<file path="src/rtl/mc_pkg.sv">
// Shared definitions for the multicycle RV32I control path: FSM state
// encoding, opcode values, opcode classes and the datapath select codes.
package mc_pkg;

    typedef enum logic [2:0] {
        S_INIT      = 3'd0,
        S_FETCH     = 3'd1,
        S_DECODE    = 3'd2,
        S_EXECUTE   = 3'd3,
        S_MEM       = 3'd4,
        S_WRITEBACK = 3'd5,
        S_HALT      = 3'd6
    } state_t;

    typedef enum logic [3:0] {
        CLS_LOAD    = 4'd0,
        CLS_STORE   = 4'd1,
        CLS_OP      = 4'd2,
        CLS_OPIMM   = 4'd3,
        CLS_BRANCH  = 4'd4,
        CLS_JAL     = 4'd5,
        CLS_JALR    = 4'd6,
        CLS_LUI     = 4'd7,
        CLS_AUIPC   = 4'd8,
        CLS_SYSTEM  = 4'd9,
        CLS_ILLEGAL = 4'd10
    } op_class_t;

    localparam logic [6:0] OPC_LOAD   = 7'b0000011;
    localparam logic [6:0] OPC_STORE  = 7'b0100011;
    localparam logic [6:0] OPC_OP     = 7'b0110011;
    localparam logic [6:0] OPC_OPIMM  = 7'b0010011;
    localparam logic [6:0] OPC_BRANCH = 7'b1100011;
    localparam logic [6:0] OPC_JAL    = 7'b1101111;
    localparam logic [6:0] OPC_JALR   = 7'b1100111;
    localparam logic [6:0] OPC_LUI    = 7'b0110111;
    localparam logic [6:0] OPC_AUIPC  = 7'b0010111;
    localparam logic [6:0] OPC_SYSTEM = 7'b1110011;

    localparam logic [1:0] PCSEL_PLUS4  = 2'd0;
    localparam logic [1:0] PCSEL_TARGET = 2'd1;
    localparam logic [1:0] PCSEL_ALU    = 2'd2;
    localparam logic [1:0] PCSEL_RESET  = 2'd3;

    localparam logic [1:0] WBSEL_ALU   = 2'd0;
    localparam logic [1:0] WBSEL_MEM   = 2'd1;
    localparam logic [1:0] WBSEL_PC4   = 2'd2;

    localparam logic [1:0] ALUOP_ADD   = 2'd0;
    localparam logic [1:0] ALUOP_FUNCT = 2'd1;
    localparam logic [1:0] ALUOP_CMP   = 2'd2;
    localparam logic [1:0] ALUOP_PASSB = 2'd3;

    localparam logic [1:0] IR_CLEAR = 2'b10;
    localparam logic [1:0] IR_LOAD  = 2'b01;

endpackage

</file>
<file path="src/rtl/multicycle_controller_opcode_classifier.sv">
// Combinational opcode decoder: maps the 7-bit major opcode to a class
// and flags whether the opcode is one the core implements.
module opcode_classifier
    import mc_pkg::*;
(
    input  logic [6:0] opcode,
    output op_class_t  cls,
    output logic       legal
);

    // Decode the major opcode into its class; unknown opcodes are illegal
    always_comb begin
        legal = 1'b1;
        case (opcode)
            OPC_LOAD:   cls = CLS_LOAD;
            OPC_STORE:  cls = CLS_STORE;
            OPC_OP:     cls = CLS_OP;
            OPC_OPIMM:  cls = CLS_OPIMM;
            OPC_BRANCH: cls = CLS_BRANCH;
            OPC_JAL:    cls = CLS_JAL;
            OPC_JALR:   cls = CLS_JALR;
            OPC_LUI:    cls = CLS_LUI;
            OPC_AUIPC:  cls = CLS_AUIPC;
            OPC_SYSTEM: cls = CLS_SYSTEM;
            default: begin
                cls   = CLS_ILLEGAL;
                legal = 1'b0;
            end
        endcase
    end

endmodule

</file>
<file path="src/rtl/multicycle_controller.sv">
// Main control FSM of the multicycle RV32I core. Sequences fetch, decode,
// execute, memory and writeback over a single shared memory port, counts
// retired instructions and halts on SYSTEM or an unknown opcode.
module multicycle_controller
    import mc_pkg::*;
#(
    parameter logic [31:0] PC_RESET = 32'h0000_0000,
    parameter int          CNT_W    = 32
) (
    input  logic             clk,
    input  logic             reset,
    input  logic [6:0]       opcode,
    input  logic             branch_taken,
    input  logic             mem_ready,
    output logic             mem_req,
    output logic             mem_we,
    output logic             mem_addr_sel,
    output logic [1:0]       ir_control,
    output logic             pc_we,
    output logic [1:0]       pc_sel,
    output logic             rf_we,
    output logic [1:0]       wb_sel,
    output logic [1:0]       alu_op,
    output logic             halted,
    output logic             illegal,
    output logic [CNT_W-1:0] retired
);

    // The datapath loads PC_RESET directly; instruction fetch needs it word aligned.
    if (PC_RESET[1:0] != 2'b00) begin : g_pc_reset_align
        $error("PC_RESET must be word aligned");
    end

    state_t    state, state_n;
    op_class_t cls;
    logic      legal;
    logic      retire;

    opcode_classifier u_classifier (
        .opcode (opcode),
        .cls    (cls),
        .legal  (legal)
    );

    // Next-state and Moore/Mealy output decode; everything defaults to idle
    always_comb begin
        state_n      = state;
        retire       = 1'b0;
        mem_req      = 1'b0;
        mem_we       = 1'b0;
        mem_addr_sel = 1'b0;
        ir_control   = 2'b00;
        pc_we        = 1'b0;
        pc_sel       = PCSEL_PLUS4;
        rf_we        = 1'b0;
        wb_sel       = WBSEL_ALU;
        alu_op       = ALUOP_ADD;
        case (state)
            S_INIT: begin
                ir_control = IR_CLEAR;
                pc_we      = 1'b1;
                pc_sel     = PCSEL_RESET;
                state_n    = S_FETCH;
            end
            S_FETCH: begin
                mem_req = 1'b1;
                if (mem_ready) begin
                    ir_control = IR_LOAD;
                    state_n    = S_DECODE;
                end
            end
            S_DECODE: begin
                if (!legal || cls == CLS_SYSTEM) state_n = S_HALT;
                else                             state_n = S_EXECUTE;
            end
            S_EXECUTE: begin
                case (cls)
                    CLS_OP, CLS_OPIMM: begin
                        alu_op  = ALUOP_FUNCT;
                        state_n = S_WRITEBACK;
                    end
                    CLS_LUI: begin
                        alu_op  = ALUOP_PASSB;
                        state_n = S_WRITEBACK;
                    end
                    CLS_BRANCH: begin
                        alu_op  = ALUOP_CMP;
                        pc_we   = 1'b1;
                        pc_sel  = branch_taken ? PCSEL_TARGET : PCSEL_PLUS4;
                        retire  = 1'b1;
                        state_n = S_FETCH;
                    end
                    CLS_LOAD, CLS_STORE: state_n = S_MEM;
                    default:             state_n = S_WRITEBACK;
                endcase
            end
            S_MEM: begin
                mem_req      = 1'b1;
                mem_addr_sel = 1'b1;
                mem_we       = (cls == CLS_STORE);
                if (mem_ready) begin
                    if (cls == CLS_STORE) begin
                        pc_we   = 1'b1;
                        retire  = 1'b1;
                        state_n = S_FETCH;
                    end else begin
                        state_n = S_WRITEBACK;
                    end
                end
            end
            S_WRITEBACK: begin
                rf_we   = 1'b1;
                pc_we   = 1'b1;
                retire  = 1'b1;
                state_n = S_FETCH;
                case (cls)
                    CLS_LOAD: wb_sel = WBSEL_MEM;
                    CLS_JAL: begin
                        wb_sel = WBSEL_PC4;
                        pc_sel = PCSEL_TARGET;
                    end
                    CLS_JALR: begin
                        wb_sel = WBSEL_PC4;
                        pc_sel = PCSEL_ALU;
                    end
                    default: ;
                endcase
            end
            S_HALT:  state_n = S_HALT;
            default: state_n = S_INIT;
        endcase
    end

    // State, sticky halt flags and retired-instruction counter
    always_ff @(posedge clk) begin
        if (reset) begin
            state   <= S_INIT;
            halted  <= 1'b0;
            illegal <= 1'b0;
            retired <= '0;
        end else begin
            state <= state_n;
            if (state == S_DECODE) begin
                if (!legal)                 illegal <= 1'b1;
                else if (cls == CLS_SYSTEM) halted  <= 1'b1;
            end
            if (retire) retired <= retired + {{(CNT_W-1){1'b0}}, 1'b1};
        end
    end

endmodule

</file>
<file path="config.mk">
export PLATFORM = sky130hd
export DESIGN_NAME = multicycle_controller
export DESIGN_NICKNAME = d
export VERILOG_FILES = /design/src/rtl/mc_pkg.sv /design/src/rtl/multicycle_controller_opcode_classifier.sv /design/src/rtl/multicycle_controller.sv
export SDC_FILE = /design/constraint.sdc
export NUM_CORES = 1
export LEC_CHECK = 0
export CAP_MARGIN = 20
export CORE_UTILIZATION = 45
export DETAILED_ROUTE_END_ITERATION = 10
export GPL_ROUTABILITY_DRIVEN = 0
export PLACE_DENSITY = 0.8
export RECOVER_POWER = 100
export SYNTH_ARGS = -nofsm -noshare
export SYNTH_HDL_FRONTEND = slang
export SYNTH_HIERARCHICAL = 1
export SYNTH_SLANG_ARGS = --single-unit
</file>
<file path="constraint.sdc">
create_clock -name clk -period 3.9 [get_ports clk]
set_input_delay 0.39 -clock clk [delete_from_list [all_inputs] [get_ports clk]]
set_output_delay 0.39 -clock clk [all_outputs]
set_load 0.01 [all_outputs]
</file>
==> flow_summary.json <==
{
  "synth_warnings": 6,
  "power.leakage_nw": 1.06,
  "postCtsSetupBuffers": 0,
  "ys_ff_latch": 37,
  "cp_slowest_stage_delay_ns": 0.61,
  "timing.final.hold_violations": 0,
  "multi_input_area_mm2": 0.00130,
  "syn_avg_cell_area_um2": 8.03,
  "final_common_cell": "dlygate4sd3_1",
  "setup_ws_ns": 0.295,
  "synthTopCellsByArea": "dfxtp_1 34%, a21oi_1 7.0%, or3_1 5.4%",
  "maxSlewHeadroom_pct": 38.9,
  "crit_path_start_kind": "input pin",
  "clk_pin_slew_ns": 0.07,
  "yosysUniqueCellTypes": 59,
  "die_area_mm2": 0.00519,
  "synth.net_count": 287,
  "final.setup.tns_ns": 0,
  "clk_latency_ns": 0.29,
  "first_global_vias": 1888,
  "end_kind": "output pin",
  "synth_top_area_share_pct": 33.5,
  "slowest_stage": "clkdlybuf4s50_1",
  "drt_wl_total_um": 5010,
  "synth-simple-area-share_pct": 31.9,
  "synth_edf_count": 0,
  "fp.dieH_um": 72.1,
  "crit_family": "buffers and inverters",
  "synthCells": 275,
  "synth_fa_ha_area_share_pct": 0.566,
  "cts-resized-gates": 0,
  "ant_nets": 0,
  "areaGrowthSynthToFinish_pct": 28.9,
  "critical_path_class": "in2out",
  "synth_ff_type": "dfxtp_1",
  "num_antenna_cells": 0,
  "start_util_pct": 46.8,
  "dr_total_vias": 2193,
  "antenna_found_initial": 0,
  "cap_violations": 0,
  "drtIter0Drc": 126,
  "seq_area_um2": 741,
  "fin_nets": 339,
  "synth_top_family_by_area": "simple AND/OR/NAND/NOR gates",
  "crit_buf_inv": 3,
  "io_buffers": 57,
  "crit_top_cell": "clkdlybuf4s50_1",
  "hpwl_um": 3540,
  "synthesis.area_mm2": 0.00221,
  "synth_area_leader_cell": "dfxtp_1",
  "setup_viol": 0,
  "dr.pass1.iters": 4,
  "drc": 0,
  "nFillCells": 420,
  "muxShareOfSynthArea_pct": 0,
  "outcome": "completed",
  "htree_levels": 2,
  "wire_per_inst_um": 12.7,
  "die_w_um": 72.1,
  "preCtsSetupSlack_ns": 0.130,
  "regToRegSetupSlack_ns": 1.49,
  "grt_pass1_wl_um": 8220,
  "grt_max_degree": 38,
  "grt-ovfl-total": 0,
  "ir_drop_uv": 160,
  "rows": 25,
  "cts_tree": "done",
  "core_area_mm2": 0.00472,
  "fin_skew_ns": 0.00995,
  "clock-sinks": 37,
  "yosysSeqAreaShare_pct": 33.5,
  "p_per_area_mw_per_mm2": 277,
  "required_ns": 3.51,
  "placed_cell_area_mm2": 0.00279,
  "numCtsBuffers": 5,
  "slew_violations": 0,
  "fin_area_mm2": 0.00285,
  "synth_compound_area_share_pct": 23.8,
  "path_max_fanout": 13,
  "arrival_ns": 3.21,
  "crit_chain": "clkdlybuf4s50_1 > nor2b_4 > a32o_1 > o21ai_0 > a21oi_1 > clkbuf_1 > and4_4 > nor2_1 > nand2_1 > clkdlybuf4s50_1",
  "ioPinCount": 58,
  "layout-drive-gt1-share_pct": 6.10,
  "async_flop_share_pct": 0,
  "cts-hold-fix-buffers": 0,
  "finalCritPeriodShare_pct": 92.4,
  "root_buffer": "clkbuf_8",
  "worst_slew_pin_slew_ns": 0.913,
  "vias_per_cell": 5.55,
  "synth_xor_area_share_pct": 4.36,
  "clockBufferDepth": 2,
  "fmaxAchievable_mhz": 277,
  "rsz0062_at_grt": "no",
  "final_cell_mix": "46 x dlygate4sd3_1, 37 x dfxtp_1, 31 x nor2_1, 31 x a21oi_1, 23 x o21ai_0",
  "fin_crit_ns": 3.60,
  "hold_class": "reg2reg",
  "grt_usage_pct": 19.8
}
path summary, 6_finish.rpt:
check                                           start                  endpoint  cells after the start
worst max-delay path                        opcode[2]                     pc_we                     10
worst min-delay path              halted$_SDFFE_PP0P_       halted$_SDFFE_PP0P_                      2
worst min register to register    halted$_SDFFE_PP0P_       halted$_SDFFE_PP0P_                      2
worst max register to register  state[1]$_SDFFE_PP0P_  retired[16]$_SDFFE_PP0P_                      5
area by class of cell:
cell class | count | share of cell area [%]
clock buffers | 6 | 2.90
inverters | 9 | 1.19
clock inverters | 2 | 0.483
well taps | 67 | 2.94
flip-flops and latches | 37 | 26.0
repair buffers | 60 | 20.7
multi-input cells | 214 | 45.8
report_power, final:
part	switching, W	internal (W)	total [W]
registers	0.0000125	0.000382	0.000395
clock network	0.000142	0.000143	0.000286
logic	0.0000539	0.0000556	0.000110
total	0.000209	0.000581	0.000790
stage by stage:
step	total power (W)	instances	hold slack (ns)	utilization (%)
floorplan	0.000468	275	0.502	-
global placement	0.000518	387	0.456	59.1
detailed placement	0.000519	387	0.458	59.1
CTS	0.000804	395	0.478	61.1
global route	0.000823	395	0.485	60.3
finish	0.000790	395	0.472	60.3
synth_stat cells, types with 2 or more instances:
cell type	count
buf_6	4
buf_2	2
nor3_2	2
nand2b_1	3
o2111ai_1	5
and3_1	4
or3_1	19
or4_1	4
nor2_1	31
or2_2	2
nand3_1	13
a21oi_1	31
buf_4	2
o31ai_1	4
nor2b_1	3
o211ai_1	2
buf_1	2
nand4_1	7
nor3_1	2
xnor2_1	2
xor2_1	9
clkbuf_1	5
dfxtp_1	37
o21ai_0	21
o21ai_1	2
inv_1	9
nand2_1	15
and2_1	2
flip-flops by register name, indices dropped and copies added (netlist names):
name / cells
halted: 1
illegal: 1
retired: 32
state: 3
worst register-to-register path, delay by kind of cell, from the launching register on:
kind	cells	cell delay, ns
AO/OA/AOI/OAI	4	1.46
flip-flops	1	0.61
AND/OR/NAND/NOR	1	0.28
metal layers:
| layer | up-vias | global-route usage [%] | part of all wire [%] |
|---|---|---|---|
| met1 | 1020 | 25.5 | 49 |
| met5 | - | 0 | 0 |
| li1 | 1115 | - | - |
| met4 | 0 | 7.41 | 1.6 |
| met3 | 11 | 4.86 | 4.2 |
| met2 | 47 | 32.2 | 46 |
cells by family after synthesis:
family / count (synthesis)
and+or+nand+nor: 121
AOI/OAI and AO/OA: 81
DFF: 37
buffers and inverters: 24
xor gates and xnor gates: 11
adders and majority gates: 1
Power figures use the tool's default switching activity.
